<file path="src/rtl/fpu_issue_ctrl.sv">
// rtl/fpu_issue_ctrl.sv - request FIFO and issue/result sequencer in front of top_FPU
// One request is issued at a time; the result is captured after FPU_LATENCY edges.
module fpu_issue_ctrl #(
    parameter int DEPTH       = 4,
    parameter int FPU_LATENCY = 1,
    parameter int OP_W        = 2,
    parameter int DATA_W      = 32
) (
    input  logic                     clk,
    input  logic                     rst,
    input  logic                     in_valid,
    output logic                     in_ready,
    input  logic [OP_W-1:0]          in_op,
    input  logic [DATA_W-1:0]        in_a,
    input  logic [DATA_W-1:0]        in_b,
    output logic [OP_W-1:0]          fpu_op,
    output logic [DATA_W-1:0]        fpu_a,
    output logic [DATA_W-1:0]        fpu_b,
    input  logic [DATA_W-1:0]        fpu_out,
    output logic                     res_valid,
    input  logic                     res_ready,
    output logic [DATA_W-1:0]        res_data,
    output logic [OP_W-1:0]          res_op,
    output logic                     busy,
    output logic [$clog2(DEPTH):0]   fifo_count
);

    localparam int AW    = $clog2(DEPTH);
    localparam int CW    = AW + 1;
    localparam int LW    = $clog2(FPU_LATENCY) + 1;
    localparam int ENT_W = OP_W + 2 * DATA_W;

    typedef enum logic [1:0] {
        S_IDLE = 2'd0,
        S_WAIT = 2'd1,
        S_DONE = 2'd2
    } state_t;

    logic [ENT_W-1:0]  mem_q [DEPTH];
    logic [AW-1:0]     wr_ptr_q, wr_ptr_d;
    logic [AW-1:0]     rd_ptr_q, rd_ptr_d;
    logic [CW-1:0]     count_q, count_d;
    state_t            state_q, state_d;
    logic [LW-1:0]     cnt_q, cnt_d;
    logic [OP_W-1:0]   fpu_op_q, fpu_op_d;
    logic [DATA_W-1:0] fpu_a_q, fpu_a_d;
    logic [DATA_W-1:0] fpu_b_q, fpu_b_d;
    logic              res_valid_q, res_valid_d;
    logic [DATA_W-1:0] res_data_q, res_data_d;
    logic [OP_W-1:0]   res_op_q, res_op_d;

    logic              push;
    logic              pop;
    logic [OP_W-1:0]   head_op;
    logic [DATA_W-1:0] head_a;
    logic [DATA_W-1:0] head_b;

    assign in_ready = (count_q != CW'(DEPTH));
    assign push     = in_valid && in_ready;
    // Pop only on the IDLE->WAIT transition; a push this edge is not seen until the next.
    assign pop      = (state_q == S_IDLE) && (count_q != '0);

    assign {head_op, head_a, head_b} = mem_q[rd_ptr_q];

    always_ff @(posedge clk) begin
        if (push) begin
            mem_q[wr_ptr_q] <= {in_op, in_a, in_b};
        end
    end

    always_comb begin
        wr_ptr_d = wr_ptr_q;
        rd_ptr_d = rd_ptr_q;
        count_d  = count_q;
        if (push) begin
            wr_ptr_d = wr_ptr_q + 1'b1;
        end
        if (pop) begin
            rd_ptr_d = rd_ptr_q + 1'b1;
        end
        case ({push, pop})
            2'b10:   count_d = count_q + 1'b1;
            2'b01:   count_d = count_q - 1'b1;
            default: count_d = count_q;
        endcase
    end

    always_ff @(posedge clk or posedge rst) begin
        if (rst) begin
            wr_ptr_q    <= '0;
            rd_ptr_q    <= '0;
            count_q     <= '0;
            state_q     <= S_IDLE;
            cnt_q       <= '0;
            fpu_op_q    <= '0;
            fpu_a_q     <= '0;
            fpu_b_q     <= '0;
            res_valid_q <= 1'b0;
            res_data_q  <= '0;
            res_op_q    <= '0;
        end else begin
            wr_ptr_q    <= wr_ptr_d;
            rd_ptr_q    <= rd_ptr_d;
            count_q     <= count_d;
            state_q     <= state_d;
            cnt_q       <= cnt_d;
            fpu_op_q    <= fpu_op_d;
            fpu_a_q     <= fpu_a_d;
            fpu_b_q     <= fpu_b_d;
            res_valid_q <= res_valid_d;
            res_data_q  <= res_data_d;
            res_op_q    <= res_op_d;
        end
    end

    always_comb begin
        state_d = state_q;
        case (state_q)
            S_IDLE: begin
                if (count_q != '0) begin
                    state_d = S_WAIT;
                end
            end
            S_WAIT: begin
                if (cnt_q == '0) begin
                    state_d = S_DONE;
                end
            end
            S_DONE: begin
                if (res_ready) begin
                    state_d = S_IDLE;
                end
            end
            default: state_d = S_IDLE;
        endcase
    end

    // Issue registers only move on a pop, so they are frozen throughout WAIT.
    always_comb begin
        cnt_d       = cnt_q;
        fpu_op_d    = fpu_op_q;
        fpu_a_d     = fpu_a_q;
        fpu_b_d     = fpu_b_q;
        res_valid_d = res_valid_q;
        res_data_d  = res_data_q;
        res_op_d    = res_op_q;
        case (state_q)
            S_IDLE: begin
                if (pop) begin
                    fpu_op_d = head_op;
                    fpu_a_d  = head_a;
                    fpu_b_d  = head_b;
                    cnt_d    = LW'(FPU_LATENCY - 1);
                end
            end
            S_WAIT: begin
                if (cnt_q == '0) begin
                    res_data_d  = fpu_out;
                    res_op_d    = fpu_op_q;
                    res_valid_d = 1'b1;
                end else begin
                    cnt_d = cnt_q - 1'b1;
                end
            end
            S_DONE: begin
                if (res_ready) begin
                    res_valid_d = 1'b0;
                end
            end
            default: begin
                res_valid_d = 1'b0;
            end
        endcase
    end

    assign fpu_op     = fpu_op_q;
    assign fpu_a      = fpu_a_q;
    assign fpu_b      = fpu_b_q;
    assign res_valid  = res_valid_q;
    assign res_data   = res_data_q;
    assign res_op     = res_op_q;
    assign busy       = (state_q != S_IDLE);
    assign fifo_count = count_q;

endmodule

</file>
<file path="config.mk">
export PLATFORM = sky130hd
export DESIGN_NAME = fpu_issue_ctrl
export DESIGN_NICKNAME = d
export VERILOG_FILES = /design/src/rtl/fpu_issue_ctrl.sv
export SDC_FILE = /design/constraint.sdc
export NUM_CORES = 1
export LEC_CHECK = 0
export ABC_AREA = 1
export CAP_MARGIN = 10
export CELL_PAD_IN_SITES_DETAIL_PLACEMENT = 1
export CELL_PAD_IN_SITES_GLOBAL_PLACEMENT = 2
export CORE_ASPECT_RATIO = 0.5
export CORE_MARGIN = 2
export CORE_UTILIZATION = 30
export CTS_CLUSTER_DIAMETER = 40
export DETAILED_ROUTE_END_ITERATION = 10
export PLACE_DENSITY_LB_ADDON = 0.1
export SYNTH_ARGS = -nofsm -noshare
export SYNTH_HDL_FRONTEND = slang
export SYNTH_SLANG_ARGS = --single-unit
</file>
<file path="constraint.sdc">
create_clock -name clk -period 7.15 [get_ports clk]
set_input_delay 0.715 -clock clk [delete_from_list [all_inputs] [get_ports clk]]
set_output_delay 0.715 -clock clk [all_outputs]
set_load 0.01 [all_outputs]
</file>
==> metrics.txt, run 1 <==
Crit Path Category input port to flip-flop; Sequential Power Share between 30% and 40%; Port Buffers about 210; Non-Filler Instances 2455; GRT Total Usage between 10% and 20%; hold-fix buffers at CTS 0; crit start category input port; dpl cells ~2400; DRC errors left 0; drt pass-1 iters 4; Final Critical Period 2.90 ns; fin util 39.1%; post-route cell area between 15000 and 20000 µm²; largest net degree at the start of global routing 85; Resized cells post-CTS 0; die area 53400 µm²; drt wl/cell between 15 and 20 µm; hold_ws 0.470 ns; clock share of power ~27%; Worst EP required 7.34 ns; Logic pwr share 34.9%; drt total wl ~42 mm; global-route wire length before repair 66.1 mm; worst slack at placement 3.59 ns; yosys warns 0; placed cell area 18100 µm²; critical path arrival 3.09 ns; Crit. End Element flip-flop; cell area after synthesis 15400 µm²; syn nets 1634; clock-pin slew on the worst setup and hold paths 0.06 ns; Total Power between 8 and 9 mW; Pins Over Slew Limit 0; max layer used met4; Sink Count 374; tightest slew margin relative to the limit 31.0%; vias post-DR ~11000; Initial Util approximately 31%; outcome completed; Root Driver clkbuf_16; DRT iter0 DRCs around 410; unrepaired setup endpoints after global routing false; die height approximately 160 µm; DPL Wire Length 24.9 mm; worst setup margin 4.25 ns; Leakage between 8 and 9 nW; internal power about 5.5 mW; Final #Nets 1833; routed vias/inst 4.35; Setup-failing EPs final 0; CTS tree done; DR WL met2 20.9 mm; initial antenna violation count 1; vias in the first global route 11722; RD Place Congestion 0.697; worst min path class flip-flop to flip-flop; met3 WL 1.81 mm; total CTS buffers 46; Hold Fails Final Rpt 0; Yosys reg bits 374; total grt overflow 0; Clock Path Buffers 3; Antenna Nets Post-Route 0; Chip Width 325 µm; NetSw 3.23 mW; Area Overhead vs Synth 27.8%; met1 WL between 15 and 20 mm; max cap viols 0; worst-path fanout max 42; Layout Skew 0.0163 ns; Cells after Synth ~1500; register area share after synthesis 69.2%; commonest non-fill, non-tap cell in the layout nand2_1; core area ~51000 µm²; H-tree depth 2; sw frac 37.0%; Worst-Margin Slew a little over 1 ns; Achievable Freq between 300 and 400 MHz; Worst-Skew Late Latency 0.57 ns; FP Rows slightly below 60; IO Count 208; Tcrit/Tclk final 40.6%; Post-CTS Setup Repair Bufs 0; power density over cell area 443 nW/µm²; Netlist cell types 19; commonest non-fill, non-tap cells in the layout nand2_1 (609), inv_1 (277), edfxtp_1 (264), clkdlybuf4s50_1 (207), nand3_1 (168); synthesized area per cell 10.1 µm²; fraction of layout cells with a size suffix above 1 6.24%; Sum Neg Setup Slack 0 ns; VDD IR max 0.204 mV
[per-layer routing]
metal / track usage [%] / vias to the layer above
li1: - / 5135
met1: 19.5 / 5326
met2: 28.8 / 160
met3: 3.50 / 64
met4: 3.75 / 0
met5: 0 / -
[power groups by stage]
stage | combinational (mW) | sequential (mW) | clock, mW
2_1_floorplan | 1.76 | 3.38 | 0
3_3_place_gp | 3.08 | 3.34 | 0
3_5_place_dp | 3.14 | 3.37 | 0
4_1_cts | 3.16 | 3.33 | 2.45
5_1_grt | 3.48 | 3.39 | 2.55
6_report | 3.06 | 3.32 | 2.37
[sequential cells by signal (all words and copies together), names as in the netlist]
register,count
fpu_a,32
fpu_b,32
res_data,32
rd_ptr_q,2
res_op,2
fpu_op,2
wr_ptr_q,2
res_valid,1
state_q,2
fifo_count,3
mem_q,264
[path summary, 6_finish.rpt]
path	from	endpoint	slack, ns	depth (start not counted)
worst max-delay path	in_valid	mem_q[2][21]	4.25	4
worst min-delay path	res_data[24]	res_data[24]	0.47	2
worst max register to register	fifo_count[0]	mem_q[2][21]	4.29	5
worst min register to register	res_data[24]	res_data[24]	0.47	2
max in group asynchronous	rst	rd_ptr_q[0]	5.26	3
min in group asynchronous	rst	res_data[24]	0.63	2
[cells in the mapped netlist]
cell type / instances / area (µm²)
clkbuf_1: 8 / 30.0
o21ai_1: 2 / 10.0
xnor2_1: 2 / 17.5
buf_1: 5 / 18.8
ha_1: 5 / 62.6
buf_2: 37 / 185
inv_1: 278 / 1040
buf_4: 13 / 97.6
nand2_1: 609 / 2290
nand3_1: 168 / 841
nand2_2: 1 / 6.26
fa_1: 1 / 20.0
edfxtp_1: 264 / 7930
o21ai_0: 1 / 5.00
xor2_1: 3 / 26.3
inv_2: 7 / 26.3
dfrtp_1: 110 / 2750
buf_6: 5 / 56.3
nor2_1: 7 / 26.3
[logic make-up after synthesis]
family          after synthesis  share of synthesized area (%)
xor+xnor                      5                          0.284
simple gates                785                           20.5
flops                       374                           69.2
buf+inv                     353                           9.44
compound gates                3                         0.0972
fa+ha+maj                     6                          0.535
[final cells by class]
cell class | count | area [µm²]
fill | 5661 | 30800
sequential | 374 | 10700
multi-input combinational | 799 | 3340
timing repair buffer | 219 | 2180
clock buffer | 52 | 1270
inverter | 285 | 1080
tap | 690 | 863
clock inverter | 34 | 310
antenna | 2 | 5.00
[critical path, cell delays in order]
cell and delay, ns:
clkdlybuf4s50_1 0.49, nand2_1 0.29, nor2_4 0.84, buf_4 0.70
No activity file was read; power rests on OpenSTA's default activity.
==> run 2: changes to the inputs <==
==> constraint.sdc (replaced) <==
create_clock -name clk -period 2.4 [get_ports clk]
set_input_delay 0.24 -clock clk [delete_from_list [all_inputs] [get_ports clk]]
set_output_delay 0.24 -clock clk [all_outputs]
set_load 0.01 [all_outputs]
==> run 2 against run 1 <==
  * Routed wire length is 0.94% higher
  * Sequential share of layout area fell by 0.47 points
  * Flip-flop and latch count stayed put
  * Global-route usage up 0.17 points
  * Register-to-register slack worse by 3.8 ns
  * Combinational power grew to 3.2 times the previous value
  * Core utilization rose by 0.34 points
  * Setup slack worse by 3.9 ns
  * Sequential power rose to 2.9 times the previous value
  * Clock skew rose by 0.0062 ns
  * Design area up 0.88%
==> metrics.txt, run 2 (synthesis gave the netlist of run 1 again) <==
total grt overflow 0 (unchanged); Crit. End Element output pin; VDD IR max 0.700 mV (+240%); Pins Over Slew Limit 0 (unchanged); Area Overhead vs Synth 28.9%; RD Place Congestion 0.736 (+5.6%); M3 GR Usage 3.18% (-0.31 points); unrepaired setup endpoints after global routing false; area occupied by multi-input gates 3340 µm² (unchanged); Clock Path Buffers 3 (unchanged); Worst-Skew Late Latency 0.55 ns (-0.02 ns); Setup-failing EPs final 0 (unchanged); Top reg by flops mem_q; Root Driver clkbuf_16; Resized cells post-CTS 0 (unchanged); vias in the first global route 11417 (-2.6%); IO Count 208 (unchanged); fin util 39.4% (+0.34 points); drt wl/cell 17.1 µm (+0.49%); Antenna Nets Post-Route 0 (unchanged); worst-path fanout max 4 (-90%); Tcrit/Tclk final 84.3%; hold-fix buffers at CTS 0 (unchanged); Worst EP required 2.16 ns (-5.18 ns); commonest non-fill, non-tap cells in the layout nand2_1 (609), inv_1 (277), edfxtp_1 (264), clkdlybuf4s50_1 (207), nand3_1 (168); Worst path max stage delay 0.66 ns (-0.18 ns); Sum Neg Setup Slack 0 ns (unchanged); Final Critical Period 2.02 ns; largest net degree at the start of global routing 134 (+58%); worst path buffer plus inverter count 1 (-1); FP Rows 58 (unchanged); DRT iter0 DRCs 525 (+30%); drt total wl 42.2 mm (+0.94%); max cap viols 0 (unchanged); GRT Total Usage 16.1% (+0.17 points); Achievable Freq 494 MHz; DPL Wire Length 25.3 mm (+1.7%); worst min path class input port to asynchronous set/reset pin; fill count 5618 (-0.76%); clock-pin slew on the worst setup and hold paths 0.06 ns (about the same); fraction of layout cells with a size suffix above 1 6.32% (+0.078 points); vias post-DR 10666 (-0.18%); Hold Fails Final Rpt 0 (unchanged); CTS tree done; crit start category flip-flop; Crit Path Category flip-flop to output pin; worst-path cell with the longest stage delay clkdlybuf4s50_1; die height 164 µm (unchanged); cell family with most CP delay buffers and inverters; total CTS buffers 44 (-4.3%); M2 GR Usage 28.2% (-0.61 points); Worst R2R Start state_q[1]; tightest slew margin relative to the limit 32.9% (+1.9 points); Layout Skew 0.0225 ns (+0.00623 ns); Final #Nets 1847 (+0.76%); capturing point of the worst reg2reg path fifo_count[2]; max reg flops 264 (unchanged); GR peak layer met2; drt pass-1 iters 4 (unchanged); outcome completed; Post-CTS Setup Repair Bufs 0 (unchanged); r2r worst-path depth 9 (+4); die area 53400 µm² (unchanged); Port Buffers 207 (unchanged); Sink Count 374 (unchanged); DRC errors left 0 (unchanged); met1 Use GR 20.6% (+1.2 points); Worst-Margin Slew 1.01 ns (-0.0286 ns); critical-path cell list clkdlybuf4s50_1; commonest non-fill, non-tap cell in the layout nand2_1; critical path arrival 1.78 ns (-1.31 ns); global-route wire length before repair 66.4 mm (+0.45%); core area 50500 µm² (unchanged); flop-to-flop setup slack 0.50 ns (-3.79 ns); routed vias/inst 4.33 (-0.62%); Leakage 9.07 nW (+0.95%); H-tree depth 2 (unchanged); power density over cell area 1310 nW/µm² (+200%); Chip Width 325 µm (unchanged); initial antenna violation count 1 (unchanged); Initial Util 30.6% (unchanged); Seq. cell area 10700 µm² (unchanged)
## run 2: routing by layer
metal / wire length, µm / up-vias / part of all wire [%]
met5: 0 / - / 0
met4: 737 / 0 / 1.7
met3: 1610 / 53 / 3.8
met2: 20600 / 171 / 49
met1: 19300 / 5290 / 46
li1: - / 5152 / -
## run 2: cell type report
| cell class | instances | share of cell area, % |
|---|---|---|
| Antenna cell | 3 | 0.0377 |
| Clock buffer | 55 | 6.00 |
| Clock inverter | 25 | 1.36 |
| Inverter | 285 | 5.41 |
| Multi-Input combinational cell | 799 | 16.8 |
| Sequential cell | 374 | 53.7 |
| Tap cell | 690 | 4.34 |
| Timing Repair Buffer | 235 | 12.4 |
## run 2: report_power, final
part | total, mW | switching (mW) | internal [mW]
sequential | 9.68 | 0.795 | 8.88
clock | 6.77 | 2.76 | 4.00
combinational | 9.73 | 6.02 | 3.71
## run 2: stage by stage
stage | worst slack (ns) | area, µm² | power (mW) | hold slack (ns) | std cells
final | 0.376 | 19900 | 26.2 | 0.143 | 2466
after global routing | 0.282 | 19900 | 28.1 | 0.142 | 2464
after CTS | 0.313 | 19900 | 26.8 | 0.132 | 2463
after detailed placement | 0.464 | 18400 | 19.9 | 0.459 | 2383
after global placement | 0.498 | 18400 | 19.6 | 0.453 | 2383
after floorplan | -0.609 | 15500 | 15.3 | 0.339 | 1526
## run 2: how the worst max path moves through the flow
stage / slack [ns] / from / to / cells after the start
detailed placement: 0.46 / fifo_count[0] / fpu_a[4] / 6
global route: 0.28 / fifo_count[0] / in_ready / 3
CTS: 0.31 / fpu_op[1] / fpu_op[1] / 1
finish: 0.38 / fpu_op[1] / fpu_op[1] / 1
global placement: 0.50 / in_valid / fifo_count[2] / 8
floorplan: -0.61 / fifo_count[0] / mem_q[0][0] / 4
==> variant (config.mk and constraints of run 2) <==
Take the reset off `res_data_q` and load it in a clocked block of its own.
--- a/src/rtl/fpu_issue_ctrl.sv
+++ b/src/rtl/fpu_issue_ctrl.sv
@@ -96,7 +96,6 @@
             fpu_a_q     <= '0;
             fpu_b_q     <= '0;
             res_valid_q <= 1'b0;
-            res_data_q  <= '0;
             res_op_q    <= '0;
         end else begin
             wr_ptr_q    <= wr_ptr_d;
@@ -108,9 +107,12 @@
             fpu_a_q     <= fpu_a_d;
             fpu_b_q     <= fpu_b_d;
             res_valid_q <= res_valid_d;
-            res_data_q  <= res_data_d;
             res_op_q    <= res_op_d;
         end
+    end
+
+    always_ff @(posedge clk) begin
+        res_data_q <= res_data_d;
     end
 
     always_comb begin
Behaviour: differs if rst is asserted again (counterexample within 4 cycles, from zero or initial values and one cycle with rst high); with rst held inactive, the same outputs for 4 cycles.
==> variant against run 2 <==
Worst hold slack improved by 0.10 ns. Count of clock-buffer cells in the layout unchanged. Total power decreased by 4.5%. Clock power decreased by 2%. Setup slack improved by 0.096 ns. Sequential share of layout area increased by 1.7 points. Design area decreased by 1.5%. Sequential cell count unchanged. Sequential power decreased by 2%. Wire length decreased by 6.1%. Global-route usage decreased by 0.72 points. Synthesized area decreased by 1.9%.
==> variant: results (changes against run 2) <==
Route
  – Wire per inst: 17.0 µm (-0.94%)
  – Wirelength, routed: 39700 µm (-6.1%)
  – Initial DRC Count: 403 (-23%)
  – DR vias/cell: 4.30 (-0.57%)

Critical path
  – R2r worst-path depth: 9 (unchanged)
  – Worst-path fanout max: 4 (unchanged)
  – Worst r2r dst: fifo_count[2]$_DFFE_PP0P_
  – R2R setup slack: 0.55 ns (+0.05 ns)
  – R2R Path Start: fifo_count[0]$_DFFE_PP0P_
  – Crit path DAT: 1.69 ns (-0.09 ns)

Synth
  – Async set-reset flop share out of synthesis: 20.9% (-8.6 points)
  – Synth cell types: 19 (unchanged)
  – Commonest cells post-synth: nand2_1 (547), edfxtp_1 (296), inv_1 (283)
  – Sequential-to-total area share from yosys stat: 71.6% (+2.4 points)
  – Adder-cell share of the synthesized area: 0.545% (+0.010 points)
  – XOR/XNOR Fraction of Synth Area: 0.289% (+0.0055 points)
  – Post-synthesis mux area share: 0% (unchanged)
  – Compound-gate portion of the synthesized area: 0.0991% (+0.0019 points)
  – Synth area leaders: edfxtp_1 (59%), nand2_1 (14%), dfrtp_1 (13%)
  – Prevailing post-synth register cell: edfxtp_1
  – Syn_nets: 1529 (-6.4%)
  – Syn Inst Count: 1421 (-6.9%)
  – Post-synth EDFFs: 296 (+12%)

Placement
  – DP Area: 18100 µm² (-1.6%)
  – DP Worst Slack: 0.505 ns (+0.0403 ns)
  – Port buffer count: 207 (unchanged)
  – Post-Place Cells: 2254 (-5.4%)
  – Post-DP HPWL: 23600 µm (-6.8%)
  – Gpl congestion: 0.690 (-6.3%)

Outcome
  – Outcome: completed

Global route
  – Vias in the first global route: 11000 (-3.8%)
  – Antenna violations before repair: 1 (unchanged)
  – GRT Util Overall: 15.4% (-0.72 points)
  – First-pass GRT wire length: 61600 µm (-7.2%)
  – Largest net degree at the start of global routing: 134 (unchanged)

Worst hold path
  – Hold WC Path Type: in2reg
  – WHS Path Cells: 1
  – Hold EP: res_data[26]$_DFFE_PP_
  – Hold_sp: fpu_out[26]

Final layout
  – Layout Nets: 1749 (-5.3%)
  – Layout cells sized above 1: 6.32% (about the same)
  – Fillers: 5479 (-2.5%)
  – Final design utilization: 39.1% (-0.27 points)
  – Max reg flops: 264 (unchanged)
  – Register with the most flip-flops: mem_q

Clocking
  – Num CTS Buffers: 44 (unchanged)
  – Later-pin clock latency in the skew report: 0.56 ns
  – Root Driver: clkbuf_16
  – Worst-path clk slew: 0.06 ns (about the same)
  – H-tree depth: 2 (unchanged)

Timing
  – Worst Skew: 0.0254 ns (+0.00284 ns)
  – Rel. slew slack: 38.4% (+5.5 points)

Power
  – Max IR drop VDD: 890 µV (+27%)
  – LEAKAGE: 0.00869 µW (-4.2%)
## variant: cell types whose count changed in the layout (fill, tap and decap cells not counted), moves of 6 or more
cell / delta
edfxtp_1: +32
dfrtp_1: -32
inv_2: -6
nand3_1: -34
nand2_1: -62
## variant: logic make-up after synthesis
| logic type | count (synthesis) |
|---|---|
| xor+xnor | 5 |
| fa+ha+maj | 6 |
| flops | 374 |
| simple gates | 689 |
| compound gates | 3 |
| buf+inv | 344 |
## variant: repair_timing
action,4_1_cts,5_1_grt
endpoints found under the hold margin,6,0
setup buffers,0,0
hold buffers,1,0
## variant: worst max-delay path, stage by stage (launching register included)
cell	delay, ns
dfrtp_1	0.42
nor2_1	0.13
nand2_1	0.10
clkdlybuf4s50_1	0.49
## variant: how the worst max path moves through the flow
stage | start | end | slack [ns]
after CTS | state_q[0]$_DFFE_PP0P_ | busy | 0.42
after global routing | fifo_count[1]$_DFFE_PP0P_ | in_ready | 0.33
final | fifo_count[0]$_DFFE_PP0P_ | in_ready | 0.47
after floorplan | fifo_count[0]$_DFFE_PP0P_ | mem_q[0][0]$_DFFE_PP_ | -0.61
after global placement | in_valid | fifo_count[2]$_DFFE_PP0P_ | 0.52
after detailed placement | in_valid | fifo_count[2]$_DFFE_PP0P_ | 0.50
## variant: power breakdown
group	switching (µW)	total (µW)	internal [µW]
sequential	601	9500	8900
combinational	5520	8860	3340
clock	2780	6640	3860
## variant: metrics by stage
stage | hold slack, ns | power, µW
2_1_floorplan | 0.339 | 14700
3_5_place_dp | 0.466 | 18900
3_3_place_gp | 0.461 | 18600
5_1_grt | 0.214 | 26900
4_1_cts | 0.210 | 25700
6_report | 0.244 | 25000
## variant: cell type report
cell class	count	area share, %
Clock buffer	55	5.99
Multi-Input combinational cell	703	15.0
Timing Repair Buffer	232	12.6
Tap cell	660	4.21
Clock inverter	27	1.37
Antenna cell	1	0.0128
Inverter	286	5.52
Sequential cell	374	55.4
## variant: per-layer routing
layer	vias to the layer above	track usage [%]	wire length [µm]
met3	56	2.69	1050
met1	5043	18.8	17100
met4	0	3.59	710
met5	-	0	0
met2	85	28.3	20800
li1	4871	-	-
